**config.mk**
```make
export PLATFORM = sky130hd
export DESIGN_NAME = i2s_clk_gen
export DESIGN_NICKNAME = d
export VERILOG_FILES = /design/src/rtl/i2s_clk_gen.sv
export SDC_FILE = /design/constraint.sdc
export NUM_CORES = 1
export LEC_CHECK = 0
export BUFFER_PORTS_ARGS = -buffer_cell sky130_fd_sc_hd__buf_2
export CAP_MARGIN = 40
export CORE_MARGIN = 4
export CORE_UTILIZATION = 55
export CTS_CLUSTER_SIZE = 8
export DETAILED_ROUTE_END_ITERATION = 8
export GPL_TIMING_DRIVEN = 1
export PLACE_DENSITY = 0.77
export RECOVER_POWER = 50
export SYNTH_ARGS = -nofsm -noshare
export SYNTH_HDL_FRONTEND = slang
export SYNTH_SLANG_ARGS = --single-unit
```
**constraint.sdc**
```tcl
create_clock -name clk_in -period 3.3 [get_ports clk_in]
set_clock_uncertainty 0.1 [all_clocks]
set_input_delay 0.165 -clock clk_in [delete_from_list [all_inputs] [get_ports clk_in]]
set_output_delay 0.165 -clock clk_in [all_outputs]
set_load 0.01 [all_outputs]
```
**src/rtl/i2s_clk_gen.sv**
```systemverilog
// ============================================================================
// Module   : i2s_clk_gen
// Purpose  : I2S BCLK/LRCLK generator with run-time BCLK divider, frame-aligned
//            start/stop, edge strobes and slot bit index.
// Revision : 1.0 - initial release
// ============================================================================
`default_nettype none

module i2s_clk_gen #(
    parameter int DIV_W     = 8,
    parameter int SLOT_BITS = 32,
    parameter int IDX_W     = 5
) (
    input  logic             clk_in,
    input  logic             rst,
    input  logic             en,
    input  logic [DIV_W-1:0] div_half,
    output logic             bclk_out,
    output logic             lrclk_out,
    output logic             bclk_rise,
    output logic             bclk_fall,
    output logic             frame_start,
    output logic [IDX_W-1:0] bit_idx,
    output logic             busy
);

    localparam logic [1:0]       c_IDLE     = 2'd0;
    localparam logic [1:0]       c_RUN      = 2'd1;
    localparam logic [1:0]       c_DRAIN    = 2'd2;
    localparam logic [DIV_W-1:0] c_DIV_ONE  = DIV_W'(1);
    localparam logic [IDX_W-1:0] c_IDX_ONE  = IDX_W'(1);
    localparam logic [IDX_W-1:0] c_IDX_LAST = IDX_W'(SLOT_BITS - 1);

    logic [1:0]       r_state;
    logic [DIV_W-1:0] r_pcnt;
    logic [DIV_W-1:0] r_div_sh;
    logic             r_bclk;
    logic             r_lrclk;
    logic [IDX_W-1:0] r_bit_idx;
    logic             r_rise;
    logic             r_fall;
    logic             r_frame;
    logic             r_busy;

    logic [1:0]       w_state_nxt;
    logic [DIV_W-1:0] w_pcnt_nxt;
    logic [DIV_W-1:0] w_div_nxt;
    logic             w_bclk_nxt;
    logic             w_lrclk_nxt;
    logic [IDX_W-1:0] w_idx_nxt;
    logic             w_rise_nxt;
    logic             w_fall_nxt;
    logic             w_frame_nxt;
    logic             w_busy_nxt;

    logic [DIV_W-1:0] w_div_eff;
    logic             w_tick;
    logic             w_slot_end;
    logic             w_frame_edge;
    logic             w_stop;

    assign w_div_eff    = (div_half == '0) ? c_DIV_ONE : div_half;
    assign w_tick       = (r_pcnt == (r_div_sh - c_DIV_ONE));
    assign w_slot_end   = (r_bit_idx == c_IDX_LAST);
    // Falling BCLK edge that closes a right slot: the only legal frame boundary.
    assign w_frame_edge = w_tick && r_bclk && w_slot_end && r_lrclk;
    assign w_stop       = (r_state == c_DRAIN) && !en && w_frame_edge;

    always_ff @(posedge clk_in or posedge rst) begin
        if (rst) begin
            r_state <= c_IDLE;
        end else begin
            r_state <= w_state_nxt;
        end
    end

    always_comb begin
        w_state_nxt = r_state;
        case (r_state)
            c_IDLE:  if (en) w_state_nxt = c_RUN;
            c_RUN:   if (!en) w_state_nxt = c_DRAIN;
            c_DRAIN: begin
                if (w_stop) begin
                    w_state_nxt = c_IDLE;
                end else if (en) begin
                    w_state_nxt = c_RUN;
                end
            end
            default: w_state_nxt = c_IDLE;
        endcase
    end

    always_comb begin
        w_pcnt_nxt  = r_pcnt;
        w_div_nxt   = r_div_sh;
        w_bclk_nxt  = r_bclk;
        w_lrclk_nxt = r_lrclk;
        w_idx_nxt   = r_bit_idx;
        w_rise_nxt  = 1'b0;
        w_fall_nxt  = 1'b0;
        w_frame_nxt = 1'b0;
        w_busy_nxt  = (w_state_nxt != c_IDLE);
        if (r_state == c_IDLE) begin
            w_pcnt_nxt  = '0;
            w_bclk_nxt  = 1'b0;
            w_lrclk_nxt = 1'b0;
            w_idx_nxt   = '0;
            if (en) begin
                w_div_nxt = w_div_eff;
            end
        end else if (w_tick) begin
            w_pcnt_nxt = '0;
            w_bclk_nxt = !r_bclk;
            w_rise_nxt = !r_bclk;
            w_fall_nxt = r_bclk;
            if (r_bclk) begin
                // A stopping edge lands on lrclk=0, idx=0, bclk=0 naturally.
                if (w_slot_end) begin
                    w_idx_nxt   = '0;
                    w_lrclk_nxt = !r_lrclk;
                end else begin
                    w_idx_nxt = r_bit_idx + c_IDX_ONE;
                end
                if (w_frame_edge && !w_stop) begin
                    w_frame_nxt = 1'b1;
                    w_div_nxt   = w_div_eff;
                end
            end
        end else begin
            w_pcnt_nxt = r_pcnt + c_DIV_ONE;
        end
    end

    always_ff @(posedge clk_in or posedge rst) begin
        if (rst) begin
            r_pcnt    <= '0;
            r_div_sh  <= '0;
            r_bclk    <= 1'b0;
            r_lrclk   <= 1'b0;
            r_bit_idx <= '0;
            r_rise    <= 1'b0;
            r_fall    <= 1'b0;
            r_frame   <= 1'b0;
            r_busy    <= 1'b0;
        end else begin
            r_pcnt    <= w_pcnt_nxt;
            r_div_sh  <= w_div_nxt;
            r_bclk    <= w_bclk_nxt;
            r_lrclk   <= w_lrclk_nxt;
            r_bit_idx <= w_idx_nxt;
            r_rise    <= w_rise_nxt;
            r_fall    <= w_fall_nxt;
            r_frame   <= w_frame_nxt;
            r_busy    <= w_busy_nxt;
        end
    end

    assign bclk_out    = r_bclk;
    assign lrclk_out   = r_lrclk;
    assign bclk_rise   = r_rise;
    assign bclk_fall   = r_fall;
    assign frame_start = r_frame;
    assign bit_idx     = r_bit_idx;
    assign busy        = r_busy;

endmodule

`default_nettype wire

```
==> results.txt <==
- Synthesis-stage register bit count: 29
* Yosys synthesis warning count: 0
* Area growth from synthesis to final layout: 12.2%
- Type of the worst setup path: reg -> reg
- The final count of pins violating max slew is 0.
- The via count of the first global-routing pass was 1389.
* Max Freq: 0.376 GHz
- In this run, CTS created clock tree buffers numbering 5.
* Detail Placement HPWL: 2680 um
* Clock period minus worst slack: 2.66 ns
- Status: finished, final reports clean
* Share of cell area taken by muxes after synthesis: 5.51%
- For this run, the register share of the synthesized area comes to 43.8%.
- Sorting the synthesized cells by area gives the leading types as dfrtp_1 44%, a222oi_1 4.8%, mux2i_1 4.8%.
- A synthesized cell averages 10.2 um^2.
* Synth Net Count: 178
- 1st-iter DRT viols: 110
- Ordered list of cells on the worst path: inv_1 -> ha_1 -> nor3b_1 -> xnor2_1 -> a211oi_2 -> nand4_1 -> o2bb2ai_1 -> a222oi_1
- Via/cell ratio: 6.05
- TritonCTS built the clock tree.
- Clock-pin slew was measured on the worst setup and hold paths at 0.09 ns.
- In this design, the stage delay of the slowest critical-path cell is 0.42 ns.
* Wire length of the first global-routing pass: 6270 um
- Count of distinct cell types in the synthesized netlist: 42
- Top library cells by usage in the layout, fill and taps aside: 29 x dfrtp_1, 17 x inv_1, 17 x buf_2
- Horizontal die dimension: 62.9 um
- RSZ-0062 raised after global routing: false
* Post-CTS setup repair buffer count: 0
- In this run the remaining antenna-violating nets after routing total 0.
- The clock passes through at most 2 buffers.
* Required time of the critical path: 3.42 ns
- Summed over its instances, the top area cell type makes up 43.8% of the synthesized netlist area.
- Combined area of all synthesized cells: 1660 um^2
* Transition at the pin with the smallest max-transition slack: 0.880 ns
* CTS Root Cell: clkbuf_4
- Gate count of the mapped netlist: 163
- Crit path capture type: register
- For this run, design rule violations remaining after detail routing come to 0.
* Overflow left after global routing: 0
* Clock latency at the later pin of the worst-skew pair: 0.33 ns
- Worst relative slew slack: 41.3%
* Via total after detailed routing: 1342
* Final standard cell utilization of the core: 65.7%
- The synthesized netlist devotes 9.51% of its cell area to XOR and XNOR gates.
- Core Area: 2830 um^2
- For this design, the slowest cell found on the critical path is dfrtp_1.
- The initialized floorplan defines 19 standard-cell rows.
* Adder and majority cell fraction of the synthesized area: 3.02%
- CTS built an H-tree with a depth of 2.
- After Yosys synthesis, and, or, nand and nor cells account for 18.6% of the synthesized area.
* Initial Utilization: 58.6%
- Main combinational cell family by area after synthesis: simple AND/OR/NAND/NOR gates
* Biggest fanout along the worst timing path: 8
- Worst IR drop on VDD: 0.000329 V
- Detailed-router iteration count before antenna repair: 4
- The final hold violation count was 0.
- Die Height: 62.9 um
* Average wire per cell in the routed design: 16.1 um
- For this design the ratio of total power to cell area is 478 nW/um^2.
- Critical Path Start Type: register
- Overall die area: 3960 um^2
- Final worst path period share: 80.5%
- dfrtp_1 takes more of the synthesized area than any other cell.
- Initial antenna violation count: 0
- Setup total negative slack: 0 ns
- Number of nets in the final layout: 206
* Ant diodes: 0
- The analysis attributes to cell leakage a power of 0.945 nW.
* Total clock sinks: 29
* WP data arrival: 2.78 ns
* Complex-gate fraction of the synthesized area: 14.3%
* CTS resizes: 0
* Wire length reported by the detailed router: 3580 um
- Final setup vio count: 0
* All-Layer GR Usage: 20.0%
- Buffers placed on the I/O ports in this run total 21.
* Final weighted congestion in routability-driven placement: 0.846
- Leaving out fill and tap cells, the most frequent cell in the layout is dfrtp_1.
- The post-route netlist has 18.8% of its cells at a drive strength greater than 1.
* Type of the tightest min-delay check: in -> reg
- Maximum Capacitance Violations: 0
* Maximum number of pins on one net before global-route repair: 17
* IO Pins: 22
==> synth_stat cells, drive strengths merged <==
library cell,instances
nor4,1
and3b,1
a21boi,2
a41oi,1
a31oi,3
nor3b,1
a31o,1
xnor3,1
and3,5
nor3,3
mux2i,8
nor2b,2
nor2,15
dfrtp,29
or2,1
a21oi,8
nand3,9
nand2,3
nand3b,1
or3b,1
inv,17
mux2,1
xor2,9
ha,4
clkbuf,2
or4,1
a211oi,1
o21ai,5
or3,3
a222oi,8
o2bb2ai,1
nand2b,1
nand4,5
xnor2,6
buf,2
or4b,1
==> worst max-delay path, delay by kind of cell (launching register included) <==
kind	cells	cell delay [ns]
XOR/XNOR	1	0.12
flip-flops	1	0.42
AND/OR/NAND/NOR	2	0.48
adder cells (fa/ha/maj)	1	0.21
AO/OA/AOI/OAI	3	1.10
buffers and inverters	1	0.11
==> through the flow <==
step           instance area, um^2  hold slack (ns)  setup slack (ns)  power, W  instances
6_report                      1860           0.0126             0.642  0.000888        222
5_1_grt                       1860           0.0237             0.292  0.000938        222
4_1_cts                       1890          0.00932             0.659  0.000891        222
3_5_place_dp                  1810            0.170             0.677  0.000675        213
3_3_place_gp                  1790            0.290             0.808  0.000652        212
2_1_floorplan                 1660            0.128             0.937  0.000612        163
==> power breakdown <==
group	internal, W	switching (W)
Clock	0.000100	0.000119
Combinational	0.000107	0.000110
Sequential	0.000391	0.0000607
Total	0.000598	0.000290
==> registers in the layout (all words and copies together) (netlist names) <==
| name | flops |
|---|---|
| r_pcnt | 8 |
| r_state | 2 |
| lrclk_out | 1 |
| bclk_out | 1 |
| bclk_fall | 1 |
| bit_idx | 5 |
| r_div_sh | 8 |
| frame_start | 1 |
| busy | 1 |
| bclk_rise | 1 |
==> worst paths after layout <==
| path | start | to | slack, ns | cells after the start |
|---|---|---|---|---|
| max in group asynchronous | rst | r_pcnt[6] | 1.64 | 4 |
| worst max register to register | r_div_sh[0] | r_div_sh[5] | 0.64 | 8 |
| worst min-delay path | div_half[6] | r_div_sh[6] | 0.01 | 3 |
| worst min register to register | bit_idx[4] | bit_idx[4] | 0.48 | 2 |
| worst max-delay path | r_div_sh[0] | r_div_sh[5] | 0.64 | 8 |
| min in group asynchronous | rst | r_div_sh[6] | 0.30 | 3 |
==> timing repair <==
item                                    4_1_cts  5_1_grt
hold buffers                                  2        0
endpoints found under the setup margin        0        0
endpoints found under the hold margin        14        0
==> kinds of logic after synthesis <==
family / Yosys count
flip-flops: 29
buffers and inverters: 21
XOR/XNOR: 16
adder cells (fa/ha/maj): 4
AND/OR/NAND/NOR: 54
AO/OA/AOI/OAI: 30
multiplexers: 9
==> cell type report <==
type | count | area, um^2
Fill cell | 232 | 970
Sequential cell | 29 | 726
Multi-Input combinational cell | 113 | 845
Tap cell | 31 | 38.8
Inverter | 17 | 63.8
Clock buffer | 7 | 55.1
Timing Repair Buffer | 25 | 131
==> layer usage <==
| metal | GRT usage, % | vias up | routed length (um) |
|---|---|---|---|
| li1 | - | 647 | - |
| met1 | 23.3 | 658 | 1560 |
| met2 | 34.7 | 30 | 1800 |
| met3 | 5.58 | 7 | 162 |
| met4 | 7.71 | 0 | 53 |
| met5 | 0 | - | 0 |
Note: power is estimated with default switching activity, not from simulation.
